$ cat src/rtl/apb_spi_arbiter.sv
// Two-requester round-robin APB master that shares one APB-attached SPI controller.
// Sequences SETUP/ACCESS, returns per-command read data or error, and aborts stalled ACCESS phases.
module apb_spi_arbiter #(
  parameter int ADDR_W         = 32,
  parameter int DATA_W         = 32,
  parameter int TIMEOUT_CYCLES = 255
) (
  input  logic              PCLK,
  input  logic              PRESET,
  input  logic              req0_valid,
  input  logic              req0_write,
  input  logic [ADDR_W-1:0] req0_addr,
  input  logic [DATA_W-1:0] req0_wdata,
  output logic              req0_ready,
  input  logic              req1_valid,
  input  logic              req1_write,
  input  logic [ADDR_W-1:0] req1_addr,
  input  logic [DATA_W-1:0] req1_wdata,
  output logic              req1_ready,
  output logic              rsp0_valid,
  output logic [DATA_W-1:0] rsp0_rdata,
  output logic              rsp0_err,
  output logic              rsp1_valid,
  output logic [DATA_W-1:0] rsp1_rdata,
  output logic              rsp1_err,
  output logic [ADDR_W-1:0] PADDR,
  output logic              PSEL,
  output logic              PENABLE,
  output logic              PWRITE,
  output logic [DATA_W-1:0] PWDATA,
  input  logic [DATA_W-1:0] PRDATA,
  input  logic              PREADY,
  input  logic              PSLVERR,
  output logic              busy,
  output logic [1:0]        dbg_state
);

  typedef enum logic [1:0] {IDLE = 2'd0, SETUP = 2'd1, ACCESS = 2'd2} state_t;

  localparam int CW = (TIMEOUT_CYCLES > 0) ? $clog2(TIMEOUT_CYCLES + 1) : 1;
  localparam logic [CW-1:0] CNT_LAST = (TIMEOUT_CYCLES > 0) ? CW'(TIMEOUT_CYCLES - 1) : '0;

  state_t            state, state_nxt;
  logic              last, gnt, pick, accept, done_ok, time_out, rsp_err;
  logic [CW-1:0]     cnt;
  logic [DATA_W-1:0] rsp_rdata;

  // Handshake: a requester holds valid and its fields stable until it sees ready;
  // ready is a one-cycle pulse and the command is captured on the edge that ends it.
  always_comb begin
    pick      = (req0_valid && req1_valid) ? ~last : req1_valid;
    done_ok   = (state == ACCESS) && PREADY;
    time_out  = (state == ACCESS) && !PREADY && (TIMEOUT_CYCLES != 0) && (cnt == CNT_LAST);
    accept    = !PRESET && (req0_valid || req1_valid) && ((state == IDLE) || done_ok);
    rsp_err   = time_out | PSLVERR;
    rsp_rdata = (rsp_err || PWRITE) ? '0 : PRDATA;
    state_nxt = state;
    case (state)
      IDLE:    if (accept) state_nxt = SETUP;
      SETUP:   state_nxt = ACCESS;
      ACCESS: begin
        if (done_ok)       state_nxt = accept ? SETUP : IDLE;
        else if (time_out) state_nxt = IDLE;
      end
      default: state_nxt = IDLE;
    endcase
  end

  assign req0_ready = accept && !pick;
  assign req1_ready = accept && pick;
  assign PSEL       = (state != IDLE);
  assign PENABLE    = (state == ACCESS);
  assign busy       = PSEL;
  assign dbg_state  = state;

  always_ff @(posedge PCLK or posedge PRESET) begin
    if (PRESET) begin
      state      <= IDLE;
      last       <= 1'b1;
      gnt        <= 1'b0;
      cnt        <= '0;
      PADDR      <= '0;
      PWRITE     <= 1'b0;
      PWDATA     <= '0;
      rsp0_valid <= 1'b0;
      rsp0_rdata <= '0;
      rsp0_err   <= 1'b0;
      rsp1_valid <= 1'b0;
      rsp1_rdata <= '0;
      rsp1_err   <= 1'b0;
    end else begin
      state      <= state_nxt;
      rsp0_valid <= 1'b0;
      rsp0_rdata <= '0;
      rsp0_err   <= 1'b0;
      rsp1_valid <= 1'b0;
      rsp1_rdata <= '0;
      rsp1_err   <= 1'b0;
      if (accept) begin
        gnt    <= pick;
        last   <= pick;
        PADDR  <= pick ? req1_addr  : req0_addr;
        PWRITE <= pick ? req1_write : req0_write;
        PWDATA <= pick ? req1_wdata : req0_wdata;
      end
      if (state == SETUP)
        cnt <= '0;
      else if ((state == ACCESS) && !PREADY)
        cnt <= cnt + 1'b1;
      // The response belongs to the command in flight, not the one just accepted.
      if (done_ok || time_out) begin
        if (gnt) begin
          rsp1_valid <= 1'b1;
          rsp1_rdata <= rsp_rdata;
          rsp1_err   <= rsp_err;
        end else begin
          rsp0_valid <= 1'b1;
          rsp0_rdata <= rsp_rdata;
          rsp0_err   <= rsp_err;
        end
      end
    end
  end

endmodule

$ cat config.mk
export PLATFORM = sky130hd
export DESIGN_NAME = apb_spi_arbiter
export DESIGN_NICKNAME = d
export VERILOG_FILES = /design/src/rtl/apb_spi_arbiter.sv
export SDC_FILE = /design/constraint.sdc
export NUM_CORES = 1
export LEC_CHECK = 0
export CORE_ASPECT_RATIO = 0.7
export CORE_MARGIN = 2
export CORE_UTILIZATION = 35
export DETAILED_ROUTE_END_ITERATION = 10
export DONT_BUFFER_PORTS = 1
export RECOVER_POWER = 50
export SYNTH_ARGS = -nofsm -noshare
export SYNTH_HDL_FRONTEND = slang
export SYNTH_SLANG_ARGS = --single-unit
$ cat constraint.sdc
create_clock -name PCLK -period 5.6 [get_ports PCLK]
set_input_delay 1.12 -clock PCLK [delete_from_list [all_inputs] [get_ports PCLK]]
set_output_delay 1.12 -clock PCLK [all_outputs]
set_load 0.02 [all_outputs]
# Word-level counts from Yosys, hierarchy flattened

Index checks and enable logic that the tools add are counted.

Input port bits: 168
Logic and storage cells: 64
Bits in registers: 145

Reductions and logical operators: 19
Mux-type cells: 24
Add/sub/neg operators: 1
Eq/ne operators: 5
Bitwise operators: 2

Operators with widths:

| operator                                      | number |
|---|---|
| two-way mux 32 bit                            | 7 |
| two-way mux 8 bit                             | 2 |
| two-way mux 1 bit                             | 11 |
| adder 8 x 1 -> 8 bit, second input constant   | 1 |
| == test 8 bit, second input constant          | 1 |
| logical AND 1 bit                             | 8 |
| two-way mux 2 bit                             | 3 |
| case mux 2 bit (3 select lines)               | 1 |
| logical OR 1 bit                              | 4 |
| nonzero test 2 bit                            | 2 |
| logical NOT 1 bit                             | 3 |
| != test 3 x 1 -> 1 bit, second input constant | 1 |
| == test 2 x 1 -> 1 bit, second input constant | 1 |
| == test 2 bit, second input constant          | 1 |
| logical NOT 2 bit                             | 1 |
| != test 2 bit, second input constant          | 1 |
| AND reduction 2 bit                           | 1 |
| inverter 1 bit                                | 1 |
| bitwise OR 1 bit                              | 1 |

# Logic depth before layout (Yosys ltp)

Word-level depth: 8
Gate-level depth with buffers: 5
Gate-level depth less buffers: 5

# Worst setup path before layout

Ideal clock, no wire load.

Path type: input-to-output
Start point: input PRESET
End point: output req0_ready
Slack: 2.308 ns
Stages on the path: 3
Path buffers: 1
Data arrival time: 2.172 ns
Required time: 4.480 ns
Cell sequence: nor4_4 buf_6 nor2b_1

Longest elaborated chain between the ends: 4

Ends and longest elaborated chain:

| item                               | line | text |
|---|---|---|
| start: declaration                 | 9    | `input logic PRESET,` |
| logical NOT 1 bit (no source line) | -    |  |
| logical AND 1 bit (2 in a row)     | 54   | `accept = !PRESET && (req0_valid \|\| req1_valid) && ((state == IDLE) \|\| done_ok);` |
| logical AND 1 bit                  | 69   | `assign req0_ready = accept && !pick;` |
| end: declaration                   | 14   | `output logic req0_ready,` |

Every way passes these cells.

# Final worst setup path

Start point: register state[0], in the netlist dbg_state[0]
End point: output req0_ready

Longest elaborated chain between the ends: 5
Elaborated cells between the ends (all ways): 6
Those cells by class: eq/ne (1); reduce/logical (5)

Ends and longest elaborated chain:

| item                     | line | text |
|---|---|---|
| start: declaration       | 43   | `state_t state, state_nxt;` |
| start signal: assignment | 92   | `state <= state_nxt;` |
| == test 2 bit            | 52   | `done_ok = (state == ACCESS) && PREADY;` |
| logical AND 1 bit        | 52   |  |
| logical OR 1 bit *       | 54   |  |
| logical AND 1 bit *      | 54   |  |
| logical AND 1 bit *      | 69   |  |

Mark *: on every way between the ends. The rest lies on a longest branch, timed or not.

==> flow_summary.ini <==
[yosys]
synthFlopType = dfrtp_1
netlist_area_sq_um = 6117
ys_seq_elements = 145
async_reset_ff_share_pct = 100.0
yosys_warnings = 0
ys_types = 38
synth_fp_nets = 628
synth_top_area_share_pct = 58.91
postSynthCellCount = 458
synth_area_leaders = dfrtp_1 (59%), mux2_2 (23%), nor2_1 (4.1%)
ys_seq_area_share_pct = 59.34
synth-edff-count = 0
synth_top_area_cell = dfrtp_1
synth.avg_cell_area_sq_um = 13.36

[critical_path]
cp-start-kind = flip-flop
worstPathArrival_ns = 2.31
crit_slowest_cell = nor4_4
regToRegStartpoint = dbg_state[0]
path_class = flip-flop to primary output
crit_chain = nor4_4 -> nor2b_1
worst-r2r-cell-count = 3
crit_path_max_incr_delay_ns = 0.82
crit_path_max_fanout = 15
rrSetupSlack_ns = 2.84
cp.required_ns = 4.48
crit_start = dbg_state[0]
cp-end-kind = primary output

[pwr]
pwr-share-seq_pct = 51.5
power.switching_mw = 1.003
clkPwrFrac_pct = 35.0
vdd_drop_max_mv = 0.1557
intPower_mw = 2.036
pwr-share-comb_pct = 13.5
power_mw = 3.039
p_sw_share_pct = 33.00
power_per_cell_area_nw_per_um2 = 443.3
p_leak_nw = 2.922

[clock_tree]
ctsRootBufferMaster = clkbuf_16
htreeDepth = 4
clockBufferDepth = 2
post_cts_buffers = 0
clkLatencyLatePin_ns = 0.41
cts_tree = built
cts-resized-gates = 0
cts_buffers = 17
cts_sinks = 145
ctsHoldBuffers = 0
path_clk_slew_ns = 0.07

[cells_and_area]
syn_to_final_growth_pct = 12.09
drive_gt1_share_pct = 36.32
nets = 625

[sta]
setup_tns_ns = 0
max_freq_mhz = 291.5
grt_setup_unrepaired = no
setup_ws_ns = 2.169
fin_skew_ns = 0.008285
period_share_pct = 61.26
maxSlewHeadroom_pct = -3.768
tightest_slew_ns = 1.557
slew_violations = 33
min_period_ns = 3.431
hold_violations = 0
setup_viol = 0

[routing]
drt_iter0_drc = 156
drc = 0
drt_first_pass_iters = 4
vias_per_cell = 4.950
wl_per_cell_um = 18.93
vias = 3465
postRouteAntennaNets = 0
routed_wl_um = 13250

[global_route]
grt_pass1_vias = 3461
antenna_found_initial = 1
grt_pass1_wl_um = 19660
gr-total-overflow = 0
grt_max_degree = 99
grt_use_total_pct = 13.95

[placed_design]
dp_hpwl_um = 9745
gp_congestion = 0.8055
io_buffer_count = 0
pre_cts_ws_ns = 2.184

[die]
fp.dieH_um = 114.6
row_count = 40
initial_core_util_pct = 35.74
die_x_um = 162.0
core-area_sq_um = 17120
io_pins = 308
dieArea_sq_um = 18570

[worst_hold_path]
hp-start = cnt[7]
hold_class = flip-flop to flip-flop
hold_depth = 1

[status]
violations = capacitance limit, slew limit
status = complete, but fails checks

[run]
drv_cap = 1
state kept, by name, indices dropped and copies added, names as in the netlist, 2 cells and up:
register,cells
PADDR,32
PWDATA,32
cnt,8
dbg_state,2
rsp0_rdata,32
rsp1_rdata,32
path summary, 6_finish.rpt:
check                                   to
worst min register to register      cnt[7]
max in group asynchronous        PADDR[16]
worst max register to register   PADDR[13]
worst max-delay path            req0_ready
worst min-delay path                cnt[7]
min in group asynchronous           cnt[2]
final cells by class:
type | count | area, sq um
Antenna cell | 1 | 2.502
Timing Repair Buffer | 4 | 26.28
Multi-Input combinational cell | 284 | 2327
Fill cell | 1613 | 10260
Tap cell | 231 | 289.0
Clock inverter | 15 | 140.1
Inverter | 3 | 16.27
Clock buffer | 17 | 425.4
Sequential cell | 145 | 3630
per-stage QoR:
step	instances	utilization, %	instance area (sq um)	hold WS, ns
floorplan	458	-	6117	0.4452
global placement	667	36.76	6292	0.4701
detailed placement	667	36.76	6292	0.4902
CTS	699	40.07	6858	0.5085
global route	699	40.04	6854	0.5247
finish	700	40.06	6857	0.5039
critical path: cells and delay by family (launching register included):
family / cells / cell delay, ns
DFF: 1 / 0.62
and+or+nand+nor: 2 / 1.28
cells in the mapped netlist, types with 5 or more instances:
master,instances
mux2_2,126
nor2_1,67
buf_6,7
nor2b_1,5
nand2_1,6
mux2_1,6
nand3b_1,5
clkbuf_1,15
dfrtp_1,144
nand2b_1,33
routing by layer:
metal / share of wire [%] / GRT usage, %
met3: 6.9 / 5.034
met1: 41 / 16.96
met5: 0 / 0
met4: 1.0 / 4.189
met2: 51 / 23.43
kinds of logic (layout without fill, tap and decap cells):
logic type / after synthesis / count (layout) / synth area share (%)
flip-flops: 145 / 145 / 59.34
multiplexers: 133 / 133 / 24.46
AND/OR/NAND/NOR: 131 / 131 / 10.84
buffers and inverters: 29 / 39 / 2.741
AO/OA/AOI/OAI: 18 / 18 / 2.209
adder cells (fa/ha/maj): 2 / 2 / 0.4090
other: 0 / 1 / 0
power by group through the flow:
stage               combinational [mW]  sequential (mW)  clock, mW
CTS                              0.418             1.57       1.10
floorplan                        0.376             1.52          0
finish                           0.409             1.57       1.06
global placement                 0.397             1.59          0
global route                     0.450             1.59       1.16
detailed placement               0.417             1.59          0
cells in the final DEF (no fill, tap or decap), types with 3 or more instances in the layout:
cell type	Yosys	routed
a21oi_1	3	3
buf_4	1	3
clkbuf_16	0	17
clkinv_4	0	3
dfrtp_1	144	144
inv_6	0	6
inv_8	0	3
mux2_1	6	6
mux2_2	126	126
nand2_1	6	6
nand2b_1	33	33
nand3b_1	5	5
nor2_1	67	67
nor2b_1	5	5
nor3_1	3	3
o21ai_0	3	3
Note: power is estimated with default switching activity, not from simulation.
